<file path="src/rtl/alu_sequencer_if.sv">
// rtl/alu_sequencer_if.sv - ALU op/flag types and the sequencer bus interface
package alu_seq_pkg;
    typedef enum logic [3:0] {
        OP_ADD, OP_SUB, OP_MUL, OP_DIV, OP_AND, OP_OR, OP_XOR,
        OP_NOT, OP_SHL, OP_SHR, OP_ROL, OP_ROR
    } alu_op_e;

    typedef enum logic [1:0] {
        FLAG_NONE, FLAG_ZERO, FLAG_CARRY, FLAG_REMAINDER
    } alu_flag_e;
endpackage

interface alu_sequencer_if #(
    parameter int WIDTH = 8
);
    import alu_seq_pkg::*;

    logic             start;
    alu_op_e          op_in;
    logic             chain_in;
    logic [WIDTH-1:0] operand_in;
    logic             operand_valid;
    logic             operand_ready;
    alu_op_e          alu_op;
    logic [WIDTH-1:0] alu_reg1;
    logic [WIDTH-1:0] alu_reg2;
    logic             alu_enable;
    logic [WIDTH-1:0] alu_result;
    alu_flag_e        alu_flag;
    logic             busy;
    logic [WIDTH-1:0] result;
    alu_flag_e        flag;
    logic             div_by_zero;
    logic             result_valid;
    logic             result_ready;

    modport slave (
        input  start, op_in, chain_in, operand_in, operand_valid,
        input  alu_result, alu_flag, result_ready,
        output operand_ready, alu_op, alu_reg1, alu_reg2, alu_enable,
        output busy, result, flag, div_by_zero, result_valid
    );

    modport master (
        output start, op_in, chain_in, operand_in, operand_valid,
        output alu_result, alu_flag, result_ready,
        input  operand_ready, alu_op, alu_reg1, alu_reg2, alu_enable,
        input  busy, result, flag, div_by_zero, result_valid
    );
endinterface

</file>
<file path="src/rtl/alu_sequencer.sv">
// rtl/alu_sequencer.sv - collects operands, drives a registered ALU, returns result/flag
module alu_sequencer
    import alu_seq_pkg::*;
#(
    parameter int               WIDTH       = 8,
    parameter logic [WIDTH-1:0] DIV0_RESULT = 8'hFF,
    parameter bit               CHAIN_EN    = 1'b1
) (
    input logic            clock,
    input logic            reset_n,
    alu_sequencer_if.slave bus
);

    typedef enum logic [2:0] {
        S_IDLE, S_LOAD_A, S_LOAD_B, S_EXEC, S_CAPTURE, S_DONE
    } state_e;

    function automatic logic is_unary(input alu_op_e op);
        return op inside {OP_SHL, OP_ROL, OP_SHR, OP_ROR, OP_NOT};
    endfunction

    state_e           r_state;
    alu_op_e          r_op;
    logic [WIDTH-1:0] r_a;
    logic             r_have_result;
    logic [WIDTH-1:0] r_result;
    alu_flag_e        r_flag;
    logic             r_div0;
    alu_op_e          r_alu_op;
    logic [WIDTH-1:0] r_alu_reg1;
    logic [WIDTH-1:0] r_alu_reg2;

    state_e           w_next;
    alu_op_e          w_op_cur;
    logic             w_load_a;
    logic [WIDTH-1:0] w_a_d;
    logic             w_load_alu;
    logic [WIDTH-1:0] w_reg1_d;
    logic [WIDTH-1:0] w_reg2_d;
    logic             w_div0;

    always_ff @(posedge clock or negedge reset_n) begin
        if (!reset_n) begin
            r_state <= S_IDLE;
        end else begin
            r_state <= w_next;
        end
    end

    // In IDLE the op is not latched yet, so decisions use op_in directly.
    always_comb begin
        w_next     = r_state;
        w_op_cur   = (r_state == S_IDLE) ? bus.op_in : r_op;
        w_load_a   = 1'b0;
        w_a_d      = r_a;
        w_load_alu = 1'b0;
        w_reg1_d   = r_a;
        w_reg2_d   = '0;
        w_div0     = 1'b0;
        case (r_state)
            S_IDLE: begin
                if (bus.start) begin
                    if (CHAIN_EN && bus.chain_in && r_have_result) begin
                        w_load_a = 1'b1;
                        w_a_d    = r_result;
                        if (is_unary(bus.op_in)) begin
                            w_next     = S_EXEC;
                            w_load_alu = 1'b1;
                            w_reg1_d   = r_result;
                        end else begin
                            w_next = S_LOAD_B;
                        end
                    end else begin
                        w_next = S_LOAD_A;
                    end
                end
            end
            S_LOAD_A: begin
                if (bus.operand_valid) begin
                    w_load_a = 1'b1;
                    w_a_d    = bus.operand_in;
                    if (is_unary(r_op)) begin
                        w_next     = S_EXEC;
                        w_load_alu = 1'b1;
                        w_reg1_d   = bus.operand_in;
                    end else begin
                        w_next = S_LOAD_B;
                    end
                end
            end
            S_LOAD_B: begin
                if (bus.operand_valid) begin
                    if (r_op == OP_DIV && bus.operand_in == '0) begin
                        w_div0 = 1'b1;
                        w_next = S_DONE;
                    end else begin
                        w_next     = S_EXEC;
                        w_load_alu = 1'b1;
                        w_reg2_d   = bus.operand_in;
                    end
                end
            end
            S_EXEC:    w_next = S_CAPTURE;
            S_CAPTURE: w_next = S_DONE;
            S_DONE: begin
                if (bus.result_ready) begin
                    w_next = S_IDLE;
                end
            end
            default:   w_next = S_IDLE;
        endcase
    end

    always_ff @(posedge clock or negedge reset_n) begin
        if (!reset_n) begin
            r_op          <= OP_ADD;
            r_a           <= '0;
            r_have_result <= 1'b0;
            r_result      <= '0;
            r_flag        <= FLAG_NONE;
            r_div0        <= 1'b0;
            r_alu_op      <= OP_ADD;
            r_alu_reg1    <= '0;
            r_alu_reg2    <= '0;
        end else begin
            if (r_state == S_IDLE && bus.start) begin
                r_op <= bus.op_in;
            end
            if (w_load_a) begin
                r_a <= w_a_d;
            end
            if (w_load_alu) begin
                r_alu_op   <= w_op_cur;
                r_alu_reg1 <= w_reg1_d;
                r_alu_reg2 <= w_reg2_d;
            end
            // A div-by-zero completion leaves have_result untouched.
            if (w_div0) begin
                r_result <= DIV0_RESULT;
                r_flag   <= FLAG_NONE;
                r_div0   <= 1'b1;
            end
            if (r_state == S_CAPTURE) begin
                r_result      <= bus.alu_result;
                r_flag        <= bus.alu_flag;
                r_div0        <= 1'b0;
                r_have_result <= 1'b1;
            end
        end
    end

    assign bus.operand_ready = (r_state == S_LOAD_A) || (r_state == S_LOAD_B);
    assign bus.alu_enable    = (r_state == S_CAPTURE);
    assign bus.busy          = (r_state != S_IDLE);
    assign bus.result_valid  = (r_state == S_DONE);
    assign bus.div_by_zero   = r_div0 && (r_state == S_DONE);
    assign bus.result        = r_result;
    assign bus.flag          = r_flag;
    assign bus.alu_op        = r_alu_op;
    assign bus.alu_reg1      = r_alu_reg1;
    assign bus.alu_reg2      = r_alu_reg2;

endmodule

</file>
<file path="src/flat_wrapper.sv">
// flat-port wrapper written by rule: the top's interface ports become plain ports
module alu_sequencer_flat import alu_seq_pkg::*;
#(
    parameter int               WIDTH       = 8,
    parameter logic [WIDTH-1:0] DIV0_RESULT = 8'hFF,
    parameter bit               CHAIN_EN    = 1'b1
)
  (clock, reset_n, bus_start, bus_op_in, bus_chain_in, bus_operand_in, bus_operand_valid, bus_alu_result, bus_alu_flag, bus_result_ready, bus_operand_ready, bus_alu_op, bus_alu_reg1, bus_alu_reg2, bus_alu_enable, bus_busy, bus_result, bus_flag, bus_div_by_zero, bus_result_valid);
  alu_sequencer_if #(.WIDTH(WIDTH)) bus_i ();
  input logic clock;
  input logic reset_n;
  input wire logic [$bits(bus_i.start)-1:0] bus_start;
  input wire logic [$bits(bus_i.op_in)-1:0] bus_op_in;
  input wire logic [$bits(bus_i.chain_in)-1:0] bus_chain_in;
  input wire logic [$bits(bus_i.operand_in)-1:0] bus_operand_in;
  input wire logic [$bits(bus_i.operand_valid)-1:0] bus_operand_valid;
  input wire logic [$bits(bus_i.alu_result)-1:0] bus_alu_result;
  input wire logic [$bits(bus_i.alu_flag)-1:0] bus_alu_flag;
  input wire logic [$bits(bus_i.result_ready)-1:0] bus_result_ready;
  output wire logic [$bits(bus_i.operand_ready)-1:0] bus_operand_ready;
  output wire logic [$bits(bus_i.alu_op)-1:0] bus_alu_op;
  output wire logic [$bits(bus_i.alu_reg1)-1:0] bus_alu_reg1;
  output wire logic [$bits(bus_i.alu_reg2)-1:0] bus_alu_reg2;
  output wire logic [$bits(bus_i.alu_enable)-1:0] bus_alu_enable;
  output wire logic [$bits(bus_i.busy)-1:0] bus_busy;
  output wire logic [$bits(bus_i.result)-1:0] bus_result;
  output wire logic [$bits(bus_i.flag)-1:0] bus_flag;
  output wire logic [$bits(bus_i.div_by_zero)-1:0] bus_div_by_zero;
  output wire logic [$bits(bus_i.result_valid)-1:0] bus_result_valid;
  assign bus_i.start = bus_start;
  assign bus_i.op_in = bus_op_in;
  assign bus_i.chain_in = bus_chain_in;
  assign bus_i.operand_in = bus_operand_in;
  assign bus_i.operand_valid = bus_operand_valid;
  assign bus_i.alu_result = bus_alu_result;
  assign bus_i.alu_flag = bus_alu_flag;
  assign bus_i.result_ready = bus_result_ready;
  assign bus_operand_ready = bus_i.operand_ready;
  assign bus_alu_op = bus_i.alu_op;
  assign bus_alu_reg1 = bus_i.alu_reg1;
  assign bus_alu_reg2 = bus_i.alu_reg2;
  assign bus_alu_enable = bus_i.alu_enable;
  assign bus_busy = bus_i.busy;
  assign bus_result = bus_i.result;
  assign bus_flag = bus_i.flag;
  assign bus_div_by_zero = bus_i.div_by_zero;
  assign bus_result_valid = bus_i.result_valid;
  alu_sequencer #(.WIDTH(WIDTH), .DIV0_RESULT(DIV0_RESULT), .CHAIN_EN(CHAIN_EN)) u_core (.clock(clock), .reset_n(reset_n), .bus(bus_i));
endmodule
</file>
<file path="config.mk">
export PLATFORM = sky130hd
export DESIGN_NAME = alu_sequencer_flat
export DESIGN_NICKNAME = d
export VERILOG_FILES = /design/src/rtl/alu_sequencer_if.sv /design/src/rtl/alu_sequencer.sv /design/src/flat_wrapper.sv
export SDC_FILE = /design/constraint.sdc
export NUM_CORES = 1
export LEC_CHECK = 0
export ABC_AREA = 1
export CAP_MARGIN = 20
export CORE_MARGIN = 10
export CORE_UTILIZATION = 54
export DETAILED_ROUTE_END_ITERATION = 8
export HOLD_SLACK_MARGIN = 0.15
export PLACE_DENSITY_LB_ADDON = 0.25
export SYNTH_ARGS = -nofsm -noshare
export SYNTH_HDL_FRONTEND = slang
export SYNTH_SLANG_ARGS = --single-unit
</file>
<file path="constraint.sdc">
create_clock -name clock -period 2.46 [get_ports clock]
set_clock_uncertainty 0.05 [all_clocks]
set_input_delay 0.369 -clock clock [delete_from_list [all_inputs] [get_ports clock]]
set_output_delay 0.369 -clock clock [all_outputs]
set_load 0.01 [all_outputs]
</file>
==> Yosys cells after proc, flatten, opt, wreduce, memory -nomap -nowiden <==
Cells that the tools add are included.
{ "totals": {"register_bits": 47, "out_inout_bits": 35} }
{ "classes": {"eq_ne": 21, "n_mux": 44, "reduce_logical": 14} }
{ "ops": {"columns": ["op", "n"], "rows": [
  ["2-to-1 mux 8 bit", 13],
  ["== test 4 bit, second input constant", 8],
  ["one-hot mux 8 bit (2 select lines)", 2],
  ["one-hot mux 3 bit (6 select lines)", 1],
  ["2-to-1 mux 1 bit", 17],
  ["2-to-1 mux 3 bit", 5],
  ["!= test 2 bit, second input constant", 5],
  ["nonzero test 5 bit", 2],
  ["== test 4 x 3 -> 1 bit, second input constant", 2],
  ["zero test 8 bit", 1],
  ["== test 3 x 2 -> 1 bit, second input constant", 2],
  ["== test 3 bit, second input constant", 2],
  ["2-to-1 mux 2 bit", 3],
  ["AND reduction 5 bit", 1],
  ["== test 4 x 2 -> 1 bit, second input constant", 1],
  ["logical AND 1 bit", 4],
  ["2-to-1 mux 4 bit", 1],
  ["AND reduction 4 bit", 1],
  ["nonzero test 2 bit", 2],
  ["== test 3 x 1 -> 1 bit, second input constant", 1],
  ["zero test 3 bit", 1],
  ["one-hot mux 1 bit (3 select lines)", 1],
  ["nonzero test 3 bit", 1],
  ["one-hot mux 1 bit (2 select lines)", 1],
  ["logical OR 1 bit", 1]
]} }

==> Longest topological paths before layout <==
Gate-level depths: netlist of the first run.
{ "depth": {"word_depth": 7, "mapped_depth": 12} }

==> Worst setup path after synthesis of the first run <==
OpenSTA, ideal clock, no wires.
{ "synth_path": {"kind": "flip-flop to flip-flop", "from": "register u_core.r_state[0]", "to": "register u_core.r_alu_reg1[0], in the netlist u_core.bus.alu_reg1[0]", "setup_ps": 116, "t_arrival_ps": 1354, "required_ps": 2294, "setup_slack_ps": 940, "path_stages_with_launch": 13, "n_path_buf": 2, "period_less_slack_ps": 1520, "path_cell_list": "dfrtp_1 > nor2_4 > nand2_4 > buf_6 > nor2_8 > nand2_4 > buf_6 > nand3_2 > nand2_1 > inv_1 > nand2_1 > nand2_1 > nand2_1"} }
{ "synth_via": {"elab_chain_len": 2} }
{ "synth_lines": {"columns": ["element", "line", "text"], "rows": [
  ["start, declared", "alu_sequencer.sv:22", "state_e r_state;"],
  ["start signal, assigned", "alu_sequencer.sv:46", "r_state <= w_next;"],
  ["== test 3 x 2 -> 1 bit, or another cell as far along", "alu_sequencer.sv:60", "case (r_state)"],
  ["one-hot mux 1 bit (3 select lines) or one-hot mux 8 bit (2 select lines) (tied branches)", "alu_sequencer.sv:60", null],
  ["end signal, assigned", "alu_sequencer.sv:134", "r_alu_reg1 <= w_reg1_d;"],
  ["end, declared", "alu_sequencer.sv:30", "logic [WIDTH-1:0] r_alu_reg1;"]
]} }
Several ways; a longest one is shown, not always the timed one.
A chain may end at the register's enable or synchronous reset.

==> Worst setup path in the final report of the first run <==
{ "layout_path": {"from": "register u_core.r_state[2]", "to": "output bus_operand_ready"} }
{ "layout_via": {"elab_chain_len": 2} }
{ "layout_lines": {"columns": ["element", "line", "text"], "rows": [
  ["== test 3 x 1 -> 1 bit or == test 3 x 2 -> 1 bit (tied branches)", "alu_sequencer.sv:152", "assign bus.operand_ready = (r_state == S_LOAD_A) || (r_state == S_LOAD_B);"],
  ["logical OR 1 bit *", "alu_sequencer.sv:152", null],
  ["end, declared", "flat_wrapper.sv:20", "output wire logic [$bits(bus_i.operand_ready)-1:0] bus_operand_ready;"]
]} }
Every way passes the cells marked *; elsewhere a longest branch is shown, timed or not.

==> results of run 1 <==
worst min-delay path: cells and delay by family (launching register included):
family / cells / cell delay (ns)
flops: 1 / 0.36
simple gates: 2 / 0.12
report_power, final:
group,internal [W],switching (W),leakage [nW]
Combinational,0.000968,0.00121,1.13
Sequential,0.00113,0.000278,0.580
Clock,0.000198,0.000265,0.0402
cell usage in the layout, fill, tap and decap left out, types with 2 or more instances in the layout:
master	count
nand2_2	2
nand4_1	4
clkbuf_8	5
a21oi_1	2
o21ai_0	19
nor2_1	35
nand2_1	110
clkinvlp_4	2
clkdlybuf4s50_1	61
buf_4	7
clkinv_1	3
dfrtp_1	47
nand3_2	10
inv_1	37
o21ai_1	8
nand3_1	58
nand2_4	2
state kept, by name (all words and copies together) (netlist names):
register	count
u_core.bus.alu_reg1	8
u_core.bus.alu_reg2	8
u_core.bus.result	8
u_core.r_a	8
u_core.bus.alu_op	4
u_core.r_op	4
u_core.r_state	3
u_core.bus.flag	2
u_core.r_div0	1
u_core.r_have_result	1
cells by family after synthesis:
logic type,count (synthesis),synth area share (%)
AND/OR/NAND/NOR,226,38.9
buffers and inverters,56,10.2
AO/OA/AOI/OAI,33,7.09
flip-flops,47,43.8
stage by stage:
stage	setup WS [ns]	total power [W]	hold slack, ns
finish	0.303	0.00405	0.460
global route	0.174	0.00442	0.492
CTS	0.289	0.00407	0.462
detailed placement	0.324	0.00360	0.443
global placement	0.405	0.00354	0.432
floorplan	0.940	0.00280	0.0234
final timing paths:
kind / from / to / slack [ns]
setup reg to reg: u_core.r_op[3] / u_core.bus.alu_op[3] / 0.65
hold / removal: u_core.bus.flag[1] / u_core.bus.flag[1] / 0.46
min in group asynchronous: reset_n / u_core.bus.alu_reg2[5] / 0.64
hold reg to reg: u_core.bus.flag[1] / u_core.bus.flag[1] / 0.46
setup / recovery: u_core.r_state[2] / bus_operand_ready / 0.30
max in group asynchronous: reset_n / u_core.r_a[0] / 1.33
routing by layer:
metal  part of all wire (%)  global-route usage (%)
met2                     44                    25.7
met1                     45                    20.9
met4                    1.9                    5.97
met3                    8.7                    6.23
met5                      0                       0
cell type report:
cell class                      instances  area, µm²  share of cell area [%]
Inverter                               41        154                    4.51
Tap cell                               67       83.8                    2.46
Multi-Input combinational cell        259       1230                    36.1
Sequential cell                        47       1180                    34.4
Clock inverter                          3       20.0                   0.586
Timing Repair Buffer                   70        678                    19.9
Clock buffer                            5       68.8                    2.02
==> results summary, run 1 <==
The global routing usage summed across all routing layers is 16.7%. The total length of routed wires came out at 6830 µm. The number of warnings reported in the yosys synthesis log is 0. The top flip-flop cell by instance count after synthesis is dfrtp_1. The DRC violation total after the first TritonRoute iteration came out at 215. The run finished with clean final reports.

After technology mapping, the gate count stands at 362. The die covers 0.00819 mm². The category of the critical setup timing path is reg -> out. The part of the Yosys area used for sequential elements is 43.8%. The post-synthesis register bit count is 47. The wire length per cell after detailed routing is 13.9 µm. The vertical die dimension is 90.5 µm.

The row count came out at 25. For the worst setup path, the data required time is 2.04 ns. The number of endpoints with negative hold slack in the final report came out at 0. The number of nets produced by synthesis is 390. Broken down by cell family, the worst path's largest delay share belongs to buffers and inverters. The number of antenna cells inserted came out at 0. The total number of H-tree levels is 2. Along the worst hold path, the cell count comes to 2.

The most common cell in the synthesized netlist is nand2_1. The fraction of final layout cells with drive strength greater than 1 came out at 8.71%. The count of cells resized by post-cts repair is 0. The clock drives 47 sinks. The count of boundary I/O pins is 63. The total number of vias is 2574.

The number of buffers inserted by port buffering came out at 62. The number of fill cells in the layout came out at 403. The critical path goes through inv_2 > nand2_1 > nor2_1 > inv_1 > nand2_1 > clkdlybuf4s50_1. Clock latency on the worst-skew pair, taken at its later pin, is 0.30 ns. The die width is 90.5 µm. The global-route congestion overflow total came out at 0.

The wire length of the first global-routing pass came out at 11600 µm. The largest vdd supply drop came out at 0.602 mV. In this run the worst path has a maximum fanout of 5. The final clock period utilization by the worst path is 87.7%.

Entering global routing, the biggest net connects 48 pins. The area growth from synthesis to layout is 27.3%. The most frequent cell on the critical path is nand2_1. The mean cell area of the mapped netlist came out at 7.41 µm². The fmax came out at 464 MHz. The leakage power is 1.75 nW. The post-route setup TNS came out at 0 ns. Setup repair after global routing left no endpoint under its margin.

The initial core utilization came out at 56.4%. The count of buffering cells on the critical path with inverters included came out at 3. Excluding fillers, the count of instances in the completed layout stands at 492. The critical path data arrival time is 1.74 ns. The detailed-routing iteration count for the pre-antenna-repair pass came out at 5. The number of buffers added for setup after CTS is 0. The initial antenna violation count was 0. Yosys attributes the largest share of cell area to dfrtp_1, nand2_1, nand3_1. After floorplanning, the core was sized to cover 0.00475 mm².

The number of library cell types mapped by synthesis is 28. The CTS clock-pin slew for the worst setup and hold paths is 0.09 ns. The detailed-route vias per instance is 5.23. The max-cap violation count came out at 0.

The wire-length estimate of the detail-placed layout is 5080 µm. The number of design rule violations left after detail routing is 0. The deepest clock path buffer count came out at 2. The number of CTS-inserted buffers came out at 5.

The finished cells cover 0.00341 mm². The largest incremental delay on the critical path came out at 0.54 ns. The net total in the final layout is 452. Buffers inserted to repair hold after CTS numbered 1. The number of placed instances, taps included came out at 483.

For this design, the slowest cell found on the critical path is clkdlybuf4s50_1. The last weighted congestion value of the routability-driven placer came out at 0.860. Ranked by instance count, the synthesized netlist is headed by nand2_1, nand3_1, dfrtp_1.

The number of enable flip-flop cells after synthesis came out at 0. The via count of the first global-routing pass was 2399. Once placement finished, the instance area stood at 0.00332 mm². The max-slew violation count was 0. In this run the number of cells on the critical path is 6.

The proportion of synthesized flip-flops having asynchronous set or reset came out at 100%. TritonCTS built the clock tree. The clock root buffer master is clkbuf_8. The largest area contributor in the synthesized netlist is dfrtp_1. The share of the synthesized area in the top cell type is 43.8%. The number of cells traversed by the worst register-to-register path is 9. The transition time at the pin with the least slew margin is 0.586 ns. The share of the core filled with cells is 71.8%.

The final critical delay including setup and external delays came out at 2.16 ns. The worst setup path is captured at an output port. STA classifies the critical path startpoint as a flop.

The number of antenna-violating nets in the routed design came out at 0. The final number of setup-violating endpoints came out at 0. For this design the ratio of total power to cell area is 1190 mW/mm².

Measured against its own limit, the worst slew margin works out to 60.9%. The min-delay analysis places its worst path in the category reg -> reg. The cell area after technology mapping is 0.00268 mm².
(Power assumes the default switching activity.)
==> inputs of run 2 (changes only) <==
--- a/config.mk
+++ b/config.mk
@@ -12,6 +12,7 @@
 export DETAILED_ROUTE_END_ITERATION = 8
 export HOLD_SLACK_MARGIN = 0.15
 export PLACE_DENSITY_LB_ADDON = 0.25
+export SKIP_LAST_GASP = 1
 export SYNTH_ARGS = -nofsm -noshare
 export SYNTH_HDL_FRONTEND = slang
 export SYNTH_SLANG_ARGS = --single-unit
==> results of run 2 <==
Final layout, timing and power as in run 1 (identical DEF).
